`config.mk`:
```
export PLATFORM = sky130hd
export DESIGN_NAME = memory_reader
export DESIGN_NICKNAME = d
export VERILOG_FILES = /design/src/rtl/memory_reader_pkg.sv /design/src/rtl/memory_reader.sv
export SDC_FILE = /design/constraint.sdc
export NUM_CORES = 1
export LEC_CHECK = 0
export ABC_AREA = 1
export BUFFER_PORTS_ARGS = -buffer_cell sky130_fd_sc_hd__buf_2
export CORE_MARGIN = 2
export CORE_UTILIZATION = 45
export CTS_CLUSTER_SIZE = 20
export DETAILED_ROUTE_END_ITERATION = 16
export PLACE_DENSITY_LB_ADDON = 0.12
export SLEW_MARGIN = 20
export SYNTH_ARGS = -nofsm -noshare
export SYNTH_HDL_FRONTEND = slang
export SYNTH_SLANG_ARGS = --single-unit
```
`constraint.sdc`:
```
create_clock -name clock -period 1.8 [get_ports clock]
set_input_delay 0.27 -clock clock [delete_from_list [all_inputs] [get_ports clock]]
set_output_delay 0.27 -clock clock [all_outputs]
set_load 0.01 [all_outputs]
```
`src/rtl/memory_reader_pkg.sv`:
```
// Shared types for the memory-side read path: register-width word, reader
// FSM state encoding and the default read-abort budget.
// Imported by memory_reader.
package memory_reader_pkg;

    typedef logic [31:0] regval_t;

    // Reader FSM state encoding, kept as plain constants for legacy tools
    typedef logic [1:0] reader_state_t;
    localparam reader_state_t ST_IDLE    = 2'd0;
    localparam reader_state_t ST_READ    = 2'd1;
    localparam reader_state_t ST_WAIT    = 2'd2;
    localparam reader_state_t ST_RESPOND = 2'd3;

    // Default cycles from read issue to abort when the timeout build is used
    localparam int MR_TIMEOUT_DEFAULT = 255;

    localparam regval_t WORD_ADDR_MASK = 32'hFFFF_FFFC;

    // Drop the byte offset so addresses compare and issue as word addresses
    function automatic regval_t word_align(input regval_t addr);
        return addr & WORD_ADDR_MASK;
    endfunction

endpackage

```
`src/rtl/memory_reader.sv`:
```
// Cache-miss read controller: one outstanding single-word Avalon-MM read.
// Latency: 3 cycles + waitrequest cycles + (readdatavalid delay - 1).
// Backpressure: holds avm_read/avm_address stable under avm_waitrequest;
// waits indefinitely for readdatavalid unless MEMORY_READER_TIMEOUT_EN is defined.
module memory_reader
    import memory_reader_pkg::*;
#(
    parameter int TIMEOUT_CYCLES = MR_TIMEOUT_DEFAULT
) (
    input  logic    clock,
    input  logic    reset_n,
    input  logic    request_enable,
    input  regval_t request_address,
    output logic    data_valid,
    output regval_t data,
    output regval_t avm_address,
    output logic    avm_read,
    input  logic    avm_waitrequest,
    input  regval_t avm_readdata,
    input  logic    avm_readdatavalid,
    output logic    timeout_error
);

    reader_state_t r_state;
    regval_t       r_pending_address;
    regval_t       r_data;
    logic          w_timeout;
    logic          w_busy;

    assign w_busy = (r_state == ST_READ) || (r_state == ST_WAIT);

`ifdef MEMORY_READER_TIMEOUT_EN
    localparam logic [15:0] LP_TIMEOUT = 16'(TIMEOUT_CYCLES);

    logic [15:0] r_timeout_count;

    // Count cycles spent on the bus; cleared in IDLE so every issue starts at 0
    always_ff @(posedge clock) begin
        if (!reset_n) begin
            r_timeout_count <= '0;
        end else if (r_state == ST_IDLE) begin
            r_timeout_count <= '0;
        end else if (w_busy && !w_timeout) begin
            r_timeout_count <= r_timeout_count + 16'd1;
        end
    end

    assign w_timeout = w_busy && (r_timeout_count == LP_TIMEOUT);
`else
    // Budget parameter only matters in the timeout build
    logic w_unused_timeout_cfg;
    assign w_unused_timeout_cfg = (TIMEOUT_CYCLES != 0);
    assign w_timeout = 1'b0;
`endif

    // Main FSM: latch request, issue read, collect data, offer it for one cycle
    always_ff @(posedge clock) begin
        if (!reset_n) begin
            r_state           <= ST_IDLE;
            r_pending_address <= '0;
            r_data            <= '0;
        end else begin
            case (r_state)
                ST_IDLE: begin
                    if (request_enable) begin
                        r_pending_address <= word_align(request_address);
                        r_state           <= ST_READ;
                    end
                end
                ST_READ: begin
                    if (w_timeout) begin
                        r_state <= ST_IDLE;
                    end else if (!avm_waitrequest) begin
                        // A slave returning data in the accept cycle is tolerated
                        if (avm_readdatavalid) begin
                            r_data  <= avm_readdata;
                            r_state <= ST_RESPOND;
                        end else begin
                            r_state <= ST_WAIT;
                        end
                    end
                end
                ST_WAIT: begin
                    if (w_timeout) begin
                        r_state <= ST_IDLE;
                    end else if (avm_readdatavalid) begin
                        r_data  <= avm_readdata;
                        r_state <= ST_RESPOND;
                    end
                end
                ST_RESPOND: r_state <= ST_IDLE;
                default:    r_state <= ST_IDLE;
            endcase
        end
    end

    // Only hand the word back if the cache is still asking for that same word;
    // a withdrawn or redirected request lets the read finish silently.
    assign data_valid    = (r_state == ST_RESPOND) && request_enable &&
                           (word_align(request_address) == r_pending_address);
    assign data          = r_data;
    assign avm_read      = (r_state == ST_READ);
    assign avm_address   = r_pending_address;
    assign timeout_error = w_timeout;

endmodule

```
==> results of run 1 <==
worst max-delay path by stage:
stage                         start         end  slack [ns]  cells after the start
finish              avm_address[24]  data_valid        0.04                      9
global route             r_state[0]  data_valid       -0.07                     10
CTS                 avm_address[15]  data_valid       0.009                      9
detailed placement       r_state[0]    data[18]        0.21                      7
global placement         r_state[0]    data[21]        0.27                      7
floorplan                r_state[1]    data[10]        0.40                      9
cells in the mapped netlist (2+ instances only):
cell | n | area [um2]
buf_2 | 11 | 55.05
nor2_2 | 5 | 31.28
nand3_1 | 2 | 10.01
ha_1 | 5 | 62.56
o21ai_1 | 5 | 25.02
clkbuf_2 | 2 | 10.01
buf_4 | 5 | 37.54
inv_1 | 53 | 198.9
nor2_1 | 102 | 382.9
a21oi_1 | 25 | 125.1
nand2_1 | 79 | 296.5
dfxtp_1 | 64 | 1281
o21ai_0 | 64 | 320.3
buf_6 | 3 | 33.78
worst max-delay path, cell delays in order (launching register included):
cell and delay [ns]:
dfxtp_1 0.35, inv_1 0.06, nand2_1 0.05, nand2_1 0.05, nor2_1 0.10, nand2_1 0.09
nor2_1 0.12, nand2_1 0.09, nor2_1 0.12, buf_2 0.14
cells by family (layout without fill, tap and decap cells):
logic type,Yosys count,in the layout,share of synthesized area
other,1,3,0.001276
buffers and inverters,76,208,0.1166
XOR/XNOR,2,2,0.005961
flip-flops,64,64,0.4359
adder cells (fa/ha/maj),5,5,0.02129
AND/OR/NAND/NOR,191,191,0.2537
AO/OA/AOI/OAI,96,96,0.1652
routing by layer:
layer  GRT usage  vias to the layer above  wire length, um
li1            -                     1595                -
met1      0.2355                     1337             3153
met2      0.3601                       97             3452
met3     0.05739                        9              510
met4     0.06926                        0               93
met5           0                        -                0
timing repair:
action / 4_1_cts / 5_1_grt
pin swaps: 1 / 3
setup buffers: 2 / 0
gates resized for setup: 3 / 5
endpoints found under the setup margin: 1 / 1
stage by stage:
| stage | hold slack (ns) | cell area (um2) |
|---|---|---|
| finish | 0.1599 | 3914 |
| global route | 0.1428 | 3914 |
| CTS | 0.1481 | 3897 |
| detailed placement | 0.4733 | 3623 |
| global placement | 0.4643 | 3623 |
| floorplan | 0.3982 | 2947 |
power breakdown:
| group | leakage (nW) | switching [mW] | total [mW] | internal [mW] |
|---|---|---|---|---|
| Sequential | 0.529 | 0.255 | 2.13 | 1.87 |
| Clock | 0.126 | 0.548 | 1.54 | 0.994 |
| Combinational | 1.49 | 1.32 | 2.18 | 0.860 |
layout make-up:
type	instances	area, um2
inverters	54	202.7
repair buffers	138	735.7
multi-input cells	297	1335
clock buffers	11	151.4
clock inverters	5	102.6
flip-flops and latches	64	1290
fillers	640	2436
well taps	77	96.34
sequential cells by signal, summed over array words and instances (netlist names):
| name | cells |
|---|---|
| avm_address | 30 |
| data | 32 |
| r_state | 2 |
==> summary.txt, run 1 <==
STA
  – Worst Setup Slack, final: 0.03694 ns
  – Layout Skew: 0.007069 ns
  – Period utilisation layout: 0.9795
  – Setup TNS: 0 ns
  – Hold Vio Cnt, Final: 0
  – Final Critical Period: between 1.5 and 2 ns
  – FMAX: 567.2 MHz
  – Endpoints failing setup: 0
  – Max Slew Vio Count: 0
  – RSZ-0062 raised after global routing: true

Worst hold path
  – Worst Hold End: data[22]
  – Hold crit path type: primary input to flop
  – HP Start: avm_readdata[22]
  – Hold Path Stages: 3

Finish
  – Final nets: ~640
  – Most common cell after layout, fill and taps aside: buf_2
  – Layout cells sized above 1: 0.2953
  – N_diodes: 0
  – Fin util: 0.6164
  – Layout Area Growth over Synthesis: 33.16%
  – Most frequent cells in the layout: buf_2 (130), nor2_1 (102), nand2_1 (79), o21ai_0 (64), dfxtp_1 (59)
  – Non-Filler Instances: about 650

Logic synthesis
  – YS warnings: 0
  – Yosys cell types: 24
  – Post-Syn Area: 0.002939 mm2
  – Post-Syn Instances: about 440
  – Mean Syn Cell Area: 6.756 um2
  – Main synth FF type: dfxtp_1
  – #FFs+latches synth: 64
  – EDFF count, synth: 0
  – Seq/Total Area, Yosys: 0.4359
  – Synth async-reset ratio: 0

Worst setup path
  – Crit Path Category: flop to primary output
  – CP max FO: 3
  – CP startpoint kind: flop
  – Reg-to-reg endpoint: data[25]
  – R2R cell count: 9
  – Crit. End Element: primary output
  – Worst EP required: 1.53 ns
  – R2r startpoint: r_state[1]
  – Reg2reg setup slack: 0.17 ns
  – Arrival time at the worst endpoint: 1.49 ns

GRT
  – Antenna violations before repair: 0
  – First-pass GRT wire length: 12030 um
  – Largest net degree at the start of global routing: 65
  – Number of global-route vias before repair: around 2900
  – Gr ovfl total: 0
  – GRT Overall Usage: 0.2033

Clocking
  – Clock Tree Buf Depth: 2
  – CTS Sinks: 64
  – CTS root buf: clkbuf_8
  – Clk slew on worst S/H paths: 0.08 ns
  – Worst-skew pair later-pin latency: 0.33 ns
  – Post-CTS Hold Fix Bufs: 0
  – CTS tree: built
  – Max H-tree Level: 3
  – Inserted Clock Buffers: 9

Placed design
  – Placed insts: 628
  – DP Worst Slack: 0.2100 ns
  – HPWL after DPL: between 5000 and 6000 um
  – Port buffer count: 130
  – Placer Congestion: 0.7831

Routing
  – WL/cell: roughly 11 um
  – Pre-antenna DRT Iters: 4
  – Via Count: 3038
  – Post-route DRC: 0
  – Antenna Nets Post-Route: 0
  – DRT iter0 DRCs: 164
  – Routed wire length: 7209 um
  – Via/cell ratio: roughly 4.7

Floorplan
  – Die width: 84.82 um
  – Total I/O pin count: 136
  – Die area: 0.007194 mm2
  – Die Ht: roughly 85 um
  – Initial Util: 0.4629
  – # rows: 29
  – Core Area: 0.006350 mm2

Pwr
  – Peak supply drop: 743.4 uV
  – Leakage: 2.143 nW
  – Power per cell area: 1494 mW/mm2
  – Design Power: 5.848 mW

Job
  – Max cap viols: 0

Run status
  – Status: complete, no violations
Note: power is estimated with default switching activity, not from simulation.
==> inputs of run 2 (changes only) <==
==> constraint.sdc (replaced) <==
create_clock -name clock -period 1.8 [get_ports clock]
set_input_delay 0.36 -clock clock [delete_from_list [all_inputs] [get_ports clock]]
set_output_delay 0.36 -clock clock [all_outputs]
set_load 0.01 [all_outputs]
==> run 2 against run 1 <==
  * The run now ends with setup timing left
  * Die area unchanged
  * Utilization rose by 0.65 points
  * First-iteration DRC count fell by 43%
==> summary.txt, run 2 (synthesis results as in run 1) <==
Run status
  – Status: finished with violations
  – Failing checks: setup timing

Worst setup path
  – Crit. End Element: primary output
  – Largest delay share family, worst path: simple AND/OR/NAND/NOR gates
  – R2r startpoint: r_state[0]
  – Arrival time at the worst endpoint: 1.44 ns
  – Reg-to-reg endpoint: data[25]
  – Crit-path most repeated cell: nand2_1
  – Slowest CP cell: dfxtp_2
  – Crit-path max cell delay: between 0.3 and 0.4 ns
  – Reg2reg setup slack: 0.18 ns
  – Worst EP required: 1.44 ns
  – Crit Path Category: flop to primary output
  – CP startpoint kind: flop
  – Worst path cell trace: ha_4, nand2_2, inv_2, nand2_1, nor2_1, nand2_1, nor2_2, nand2_1, nor2_1, buf_2
  – CP max FO: 2
  – CP bufs+invs: 2
  – R2R cell count: 9

STA
  – Worst Setup Slack, final: -0.003085 ns
  – Max Slew Vio Count: 0
  – Period utilisation layout: 1.002
  – FMAX: ~550 MHz
  – Final Critical Period: 1.803 ns
  – Endpoints failing setup: 1
  – RSZ-0062 raised after global routing: true
  – Hold Vio Cnt, Final: 0
  – Layout Skew: between 0.009 and 0.01 ns

Finish
  – Layout cells sized above 1: 0.3136
  – Layout Area Growth over Synthesis: 34.57%
  – N_diodes: 0
  – Most common cell after layout, fill and taps aside: buf_2
  – Most frequent cells in the layout: buf_2 (130), nor2_1 (101), nand2_1 (78), o21ai_0 (64), dfxtp_1 (57)
  – Final nets: roughly 640
  – Design Area, Final: 0.003955 mm2
  – Max reg flops: 32

Clocking
  – CTS Sinks: 64
  – Clock Tree Buf Depth: 2
  – CTS root buf: clkbuf_8
  – Worst-skew pair later-pin latency: around 0.34 ns
  – CTS tree: built
  – Inserted Clock Buffers: 9
  – Max H-tree Level: 3
  – Clk slew on worst S/H paths: 0.08 ns

Floorplan
  – # rows: 29
  – Total I/O pin count: 136
  – Die area: 0.007194 mm2
  – Die width: 84.82 um
  – Die Ht: between 80 and 90 um
  – Core Area: 0.006350 mm2
  – Initial Util: 0.4629

Worst hold path
  – Hold Path Stages: 3
  – Hold crit path type: primary input to flop
  – HP Start: avm_readdata[28]
  – Worst Hold End: data[28]

GRT
  – Largest net degree at the start of global routing: 39
  – Gr ovfl total: 0
  – First-pass GRT wire length: 11750 um
  – Number of global-route vias before repair: between 2000 and 3000
  – GRT Overall Usage: 0.1991
  – Antenna violations before repair: 0

Placed design
  – Port buffer count: 130
  – Placer Congestion: between 0.7 and 0.8
  – DP Worst Slack: ~0.14 ns
  – HPWL after DPL: between 5000 and 6000 um
  – DP Area: 0.003618 mm2

Routing
  – Antenna Nets Post-Route: 0
  – Via Count: 3024
  – Pre-antenna DRT Iters: 4
  – Highest routed metal layer: met4
  – WL/cell: 10.80 um
  – Via/cell ratio: around 4.6
  – DRT iter0 DRCs: between 90 and 100
  – DR WL met3: 498 um
  – DRT met1 WL: a little over 3000 um
  – Post-route DRC: 0
  – Routed wire length: 7030 um
  – Met2 WL: 3236 um

Pwr
  – Peak supply drop: 723.4 uV
  – Leakage: 2.152 nW
  – Power per cell area: 1497 mW/mm2

Job
  – Max cap viols: 0
## run 2: how the worst max path moves through the flow
stage | startpoint | to | slack (ns) | cells after the start
3_3_place_gp | r_state[0] | data_valid | 0.16 | 10
5_1_grt | r_state[1] | data_valid | -0.14 | 10
2_1_floorplan | r_state[0] | data_valid | 0.36 | 9
4_1_cts | r_state[0] | data_valid | -0.06 | 10
3_5_place_dp | r_state[0] | data_valid | 0.14 | 10
6_report | r_state[1] | data_valid | -0.003 | 10
## run 2: worst min-delay path, delay by kind of cell
family	cells	cell delay, ns
and+or+nand+nor	2	0.11
buffers and inverters	1	0.07
## run 2: layout make-up
type | instances | area [um2]
fillers | 597 | 2395
multi-input cells | 297 | 1343
flip-flops and latches | 64 | 1292
repair buffers | 143 | 764.5
inverters | 54 | 206.4
clock buffers | 10 | 137.6
clock inverters | 6 | 115.1
well taps | 77 | 96.34
## run 2: stage by stage
step	TNS [ns]	utilization	hold slack, ns	power [mW]	cells
5_1_grt	-0.1352	0.6229	0.2281	6.383	651
6_report	-0.003085	0.6229	0.2369	5.919	651
3_5_place_dp	0	0.5699	0.4694	4.269	629
2_1_floorplan	0	-	0.4882	3.544	437
4_1_cts	-0.06402	0.6148	0.2225	5.903	647
3_3_place_gp	0	0.5699	0.4654	4.219	629
## run 2: where the power goes
| part | leakage [nW] | internal (mW) | switching (mW) |
|---|---|---|---|
| Sequential | 0.530 | 1.87 | 0.255 |
| Combinational | 1.50 | 0.911 | 1.33 |
| Clock | 0.123 | 0.965 | 0.587 |
| Total | 2.15 | 3.75 | 2.17 |
## run 2: repair_timing
item / in CTS / in global routing
pin swaps: 5 / 2
hold buffers: 0 / 0
setup buffers: 2 / 4
setup endpoints to repair: 1 / 18
resized for setup: 5 / 11
## run 2: layer usage
layer	GRT usage	up-vias
met4	0.1082	0
met3	0.05642	16
li1	-	1605
met5	0	-
met2	0.3300	94
met1	0.2328	1309
